==> src/rtl/rf_pkg.sv <==
`default_nettype none
// +----------------------------------------------------------------------+
// | rf_pkg : shared sizing helpers for the parametrised register file     |
// | Revision: 1.0                                                         |
// +----------------------------------------------------------------------+
package rf_pkg;

  localparam int MAX_RD = 4;

  function automatic int rf_depth(input int addr_w);
    return 1 << addr_w;
  endfunction

  // LSB of port/register p inside a flat vector of w-bit fields
  function automatic int rf_slice_lsb(input int p, input int w);
    return p * w;
  endfunction

endpackage
`default_nettype wire

==> src/rtl/regfile_param_read_port.sv <==
`default_nettype none
// +----------------------------------------------------------------------+
// | regfile_param_read_port : one combinational read port (mux, busy,     |
// | optional forwarding when RF_BYPASS_EN is defined)                     |
// | Revision: 1.0                                                         |
// +----------------------------------------------------------------------+
module regfile_param_read_port
  import rf_pkg::*;
#(
  parameter int DATA_W    = 16,
  parameter int ADDR_W    = 4,
  parameter int ZERO_REG0 = 0
) (
  input  logic [ADDR_W-1:0]                      addr,
  input  logic [rf_depth(ADDR_W)*DATA_W-1:0]     regs,
  input  logic [rf_depth(ADDR_W)-1:0]            busy,
  input  logic                                   wr_en,
  input  logic [ADDR_W-1:0]                      wr_addr,
  input  logic [DATA_W-1:0]                      wr_data,
  input  logic                                   rsv_en,
  input  logic [ADDR_W-1:0]                      rsv_addr,
  output logic [DATA_W-1:0]                      data,
  output logic                                   ready
);

  logic [DATA_W-1:0] w_stored;
  logic              w_stored_ready;

  assign w_stored       = regs[rf_slice_lsb(int'(addr), DATA_W) +: DATA_W];
  assign w_stored_ready = ~busy[addr];

`ifdef RF_BYPASS_EN
  logic w_hit;
  // Hardwired register 0 must never forward the write data it ignores
  assign w_hit = wr_en && (wr_addr == addr) && !((ZERO_REG0 != 0) && (addr == '0));

  always_comb begin
    data  = w_stored;
    ready = w_stored_ready;
    if (w_hit) begin
      data  = wr_data;
      ready = !(rsv_en && (rsv_addr == addr));
    end
  end
`else
  logic unused_bypass;
  assign unused_bypass = ^{wr_en, wr_addr, wr_data, rsv_en, rsv_addr};

  assign data  = w_stored;
  assign ready = w_stored_ready;
`endif

endmodule
`default_nettype wire

==> src/rtl/regfile_param.sv <==
`default_nettype none
// +----------------------------------------------------------------------+
// | regfile_param : parametrised register file with busy scoreboard       |
// | Optional same-cycle write forwarding via macro RF_BYPASS_EN.          |
// | Revision: 1.0                                                         |
// +----------------------------------------------------------------------+
module regfile_param
  import rf_pkg::*;
#(
  parameter int DATA_W    = 16,
  parameter int ADDR_W    = 4,
  parameter int NUM_RD    = 2,
  parameter int ZERO_REG0 = 0
) (
  input  logic                       clk,
  input  logic                       rst,
  input  logic [NUM_RD*ADDR_W-1:0]   rd_addr,
  output logic [NUM_RD*DATA_W-1:0]   rd_data,
  output logic [NUM_RD-1:0]          rd_ready,
  input  logic                       wr_en,
  input  logic [ADDR_W-1:0]          wr_addr,
  input  logic [DATA_W-1:0]          wr_data,
  input  logic                       rsv_en,
  input  logic [ADDR_W-1:0]          rsv_addr,
  output logic [rf_depth(ADDR_W)-1:0] busy_vec
);

  localparam int DEPTH = rf_depth(ADDR_W);

  if (NUM_RD < 1 || NUM_RD > MAX_RD) begin : g_bad_num_rd
    $error("regfile_param: NUM_RD out of range");
  end

  logic [DEPTH*DATA_W-1:0] regs_flat;
  logic [DEPTH-1:0]        busy;

  for (genvar i = 0; i < DEPTH; i++) begin : g_reg
    if ((ZERO_REG0 != 0) && (i == 0)) begin : g_zero
      assign regs_flat[rf_slice_lsb(i, DATA_W) +: DATA_W] = '0;
      assign busy[i] = 1'b0;
    end else begin : g_flop
      logic [DATA_W-1:0] r_data;
      logic              r_busy;
      logic              w_wr_hit;
      logic              w_rsv_hit;

      assign w_wr_hit  = wr_en  && (wr_addr  == ADDR_W'(i));
      assign w_rsv_hit = rsv_en && (rsv_addr == ADDR_W'(i));

      always_ff @(posedge clk or posedge rst) begin
        if (rst) begin
          r_data <= '0;
          r_busy <= 1'b0;
        end else begin
          if (w_wr_hit) r_data <= wr_data;
          // A new reservation outranks a completing write to the same register
          if (w_rsv_hit)     r_busy <= 1'b1;
          else if (w_wr_hit) r_busy <= 1'b0;
        end
      end

      assign regs_flat[rf_slice_lsb(i, DATA_W) +: DATA_W] = r_data;
      assign busy[i] = r_busy;
    end
  end

  for (genvar p = 0; p < NUM_RD; p++) begin : g_rd
    regfile_param_read_port #(
      .DATA_W    (DATA_W),
      .ADDR_W    (ADDR_W),
      .ZERO_REG0 (ZERO_REG0)
    ) u_port (
      .addr     (rd_addr[rf_slice_lsb(p, ADDR_W) +: ADDR_W]),
      .regs     (regs_flat),
      .busy     (busy),
      .wr_en    (wr_en),
      .wr_addr  (wr_addr),
      .wr_data  (wr_data),
      .rsv_en   (rsv_en),
      .rsv_addr (rsv_addr),
      .data     (rd_data[rf_slice_lsb(p, DATA_W) +: DATA_W]),
      .ready    (rd_ready[p])
    );
  end

  assign busy_vec = busy;

endmodule
`default_nettype wire

==> config.mk <==
export PLATFORM = sky130hd
export DESIGN_NAME = regfile_param
export DESIGN_NICKNAME = d
export VERILOG_FILES = /design/src/rtl/rf_pkg.sv /design/src/rtl/regfile_param_read_port.sv /design/src/rtl/regfile_param.sv
export SDC_FILE = /design/constraint.sdc
export NUM_CORES = 1
export LEC_CHECK = 0
export ABC_CLOCK_PERIOD_IN_PS = 24800
export BUFFER_PORTS_ARGS = -buffer_cell sky130_fd_sc_hd__buf_2
export CAP_MARGIN = 15
export CORE_ASPECT_RATIO = 1.25
export CORE_MARGIN = 8
export CORE_UTILIZATION = 36
export CTS_BUF_LIST = sky130_fd_sc_hd__clkbuf_2 sky130_fd_sc_hd__clkbuf_4 sky130_fd_sc_hd__clkbuf_8
export CTS_CLUSTER_SIZE = 30
export DETAILED_ROUTE_END_ITERATION = 7
export HOLD_SLACK_MARGIN = 0.15
export PLACE_DENSITY_LB_ADDON = 0.1
export SETUP_SLACK_MARGIN = 0.4
export SLEW_MARGIN = 30
export SYNTH_ARGS = -nofsm -noshare
export SYNTH_HDL_FRONTEND = slang
export SYNTH_HIERARCHICAL = 1
export SYNTH_SLANG_ARGS = --single-unit
==> constraint.sdc <==
create_clock -name clk -period 24.8 [get_ports clk]
set_input_delay 1.24 -clock clk [delete_from_list [all_inputs] [get_ports clk]]
set_output_delay 1.24 -clock clk [all_outputs]
set_load 0.01 [all_outputs]
==> impl_metrics.env <==
export IMPL_status="finished clean"
export IMPL_reg2reg_slack_ns=24.02
export IMPL_clkSinkCount=272
export IMPL_hpwlAfterDp_mm=24.7
export IMPL_cts_buffers=49
export IMPL_fmax_ghz=0.211
export IMPL_crit_arrival_ns=3.50
export IMPL_worstPathCellList="buf_4 -> buf_6 -> mux4_1 -> a22o_1 -> nor2_1 -> buf_2"
export IMPL_tns_ns=0
export IMPL_grtUsageTotal_pct=19.0
export IMPL_reg2reg_depth=1
export IMPL_dp_slack_ns=19.70
export IMPL_min_from="g_reg[12].g_flop.r_data[0]"
export IMPL_cts_resized=0
export IMPL_min_to="g_reg[12].g_flop.r_data[0]"
export IMPL_leakagePower_uw=0.00702
export IMPL_fin_crit_sh_pct=19.1
export IMPL_ys_dominant_reg_cell="dfrtp_1"
export IMPL_grt_pass1_vias=9805
export IMPL_firstDrtPassIters=7
export IMPL_cts_tree="yes"
export IMPL_grt_pass1_wl_mm=66.3
export IMPL_fin_crit_ns=4.74
export IMPL_hp_class="register to register"
export IMPL_layout_setup_ws_ns=20.06
export IMPL_drc=0
export IMPL_grt_ovfl_total=0
export IMPL_power_density_nw_per_um2=84.6
export IMPL_grt_max_degree=96
export IMPL_rr_startpoint="g_reg[3].g_flop.r_data[15]"
export IMPL_clk_path_buf_depth=3
export IMPL_synth_top_cells_by_count="dfrtp_1 (272), mux2_2 (238), mux4_2 (114)"
export IMPL_postCtsSetupBuffers=0
export IMPL_ys_ff_latch=272
export IMPL_endpoint_kind="output pin"
export IMPL_clk_pin_slew_worst_paths_ns=0.05
export IMPL_r2r_end="g_reg[3].g_flop.r_data[15]"
export IMPL_hold_viol_final=0
export IMPL_area_delta_synth_final_pct=12.2
export IMPL_coreArea_um2=40100
export IMPL_drt_iter0_markers=393
export IMPL_synth_compound_area_share_pct=4.55
export IMPL_die_x_um=196
export IMPL_syn_instance_count=942
export IMPL_start_util_pct=36.4
export IMPL_syn_num_nets=978
export IMPL_synth_edff_count=0
export IMPL_avgRoutedWirePerCell_um=27.6
export IMPL_cp_slowest_cell="mux4_1"
export IMPL_nets=1040
export IMPL_portBuffers=85
export IMPL_die_area_um2=47300
export IMPL_synth_area_per_cell_um2=15.5
export IMPL_routed_via_density=5.64
export IMPL_critical_path_class="primary input to output pin"
export IMPL_setup_violations=0
export IMPL_synth_simple_area_share_pct=2.87
export IMPL_gp_congestion=0.770
export IMPL_cp_max_fo=44
export IMPL_hold_path_depth=1
export IMPL_cts_root_buf="clkbuf_8"
export IMPL_antenna_found_initial=1
export IMPL_row_count=82
export IMPL_synthTopCellsByArea="dfrtp_1 (47%), mux2_2 (18%), mux4_2 (18%)"
export IMPL_start_kind="primary input"
export IMPL_synth_mux_area_share_pct=41.7
export IMPL_ir_drop_mv=0.0339
export IMPL_clk_latency_ns=0.58
export IMPL_yosys_warnings=6
export IMPL_cp_required_ns=23.56
export IMPL_die_y_um=241
export IMPL_drv_slew=0
export IMPL_async_reset_ff_share_pct=100
export IMPL_worst_pin_slew_ns=1.01
export IMPL_synth_adder_area_share_pct=0
export IMPL_yosysTopAreaCell="dfrtp_1"
export IMPL_synthXorXnorAreaFrac_pct=0
export IMPL_drive_above_1_share_pct=56.7
export IMPL_finClkSkew_ns=0
export IMPL_synth_most_common_cell="dfrtp_1"
export IMPL_yosysTopAreaCellShare_pct=46.6
export IMPL_synth_seq_area_share_pct=46.6
export IMPL_postCtsHoldBufs=0
export IMPL_worst_path_buf_inv=3
export IMPL_diodes=0
export IMPL_max_slew_margin_pct=32.9
export IMPL_cpPeakStageDelay_ns=0.65
export IMPL_io_pin_count=86
export IMPL_synth_top_family_by_area="multiplexers"
export IMPL_wl_mm=43.7
export IMPL_grt_setup_unrepaired="false"
export IMPL_ctsHtreeMaxLevel=2
export IMPL_vias=8929
export IMPL_path_delay_family="buffers and inverters"
export IMPL_ant_nets=0
export IMPL_maxCapViolations=0
export IMPL_synth_cell_type_count=34
export IMPL_syn_area_um2=14600
[state kept, by name, summed over array words and instances, names as in the netlist]
signal and flops:
g.g_flop.r_data 256, g.g_flop.r_busy 16
[worst max path at each step]
stage,start,endpoint,cells after the start
2_1_floorplan,rst,g_reg[0].g_flop.r_busy,1
3_3_place_gp,rd_addr[0],rd_ready[0],6
3_5_place_dp,rd_addr[0],rd_ready[0],6
4_1_cts,rd_addr[0],rd_ready[0],6
5_1_grt,rd_addr[0],rd_ready[0],6
6_report,rd_addr[0],rd_ready[0],6
[report_power, final]
part,internal [uW],total (uW),switching (uW),leakage [uW]
sequential,548,621,73.3,0.00333
clock,256,448,192,0.000543
combinational,197,317,120,0.00314
[final cells by class]
type	count	area [um^2]
Clock inverter	4	47.5
Inverter	5	26.3
Fill cell	3729	23700
Tap cell	546	683
Sequential cell	272	6810
Multi-Input combinational cell	563	7210
Timing Repair Buffer	113	657
Clock buffer	79	975
[cell families (layout without fill, tap and decap cells)]
family	count (synthesis)	count (layout)
AO/OA/AOI/OAI	92	92
buffers and inverters	107	201
flip-flops	272	272
multiplexers	392	392
AND/OR/NAND/NOR	79	79
[placed cells by master, fill, tap and decap left out, types with 2 or more instances in the layout]
master    instances
a21o_1            3
a22o_1            4
a22oi_1          64
a32o_1            3
and2_1            2
buf_2            81
buf_4            29
buf_6             3
clkbuf_4         18
clkbuf_8         61
clkinv_2          2
dfrtp_1         272
inv_1             4
mux2_2          238
mux2_4           18
mux4_1           22
mux4_2          114
nand2_1          36
nand2b_1          6
nand3_1           3
nand3b_1          2
nand3b_4          2
nor2_1            4
nor2_2           10
nor2b_2           4
nor3_1            3
o21ai_0          16
or3_1             2
[per-stage QoR]
stage | total power [uW] | util, % | hold slack (ns) | std cells | instance area [um^2]
2_1_floorplan | 862 | - | 0.478 | 942 | 14600
3_3_place_gp | 942 | 38.3 | 0.495 | 1499 | 15400
3_5_place_dp | 950 | 38.3 | 0.504 | 1499 | 15400
4_1_cts | 1410 | 40.9 | 0.518 | 1582 | 16400
5_1_grt | 1460 | 40.9 | 0.527 | 1582 | 16400
6_report | 1390 | 40.9 | 0.515 | 1582 | 16400
[layer usage]
metal,track usage (%),share of wire (%)
met1,23.5,42
met2,32.8,51
met3,4.06,4.6
met4,6.21,2.6
met5,0,0
Note: power is estimated with default switching activity, not from simulation.
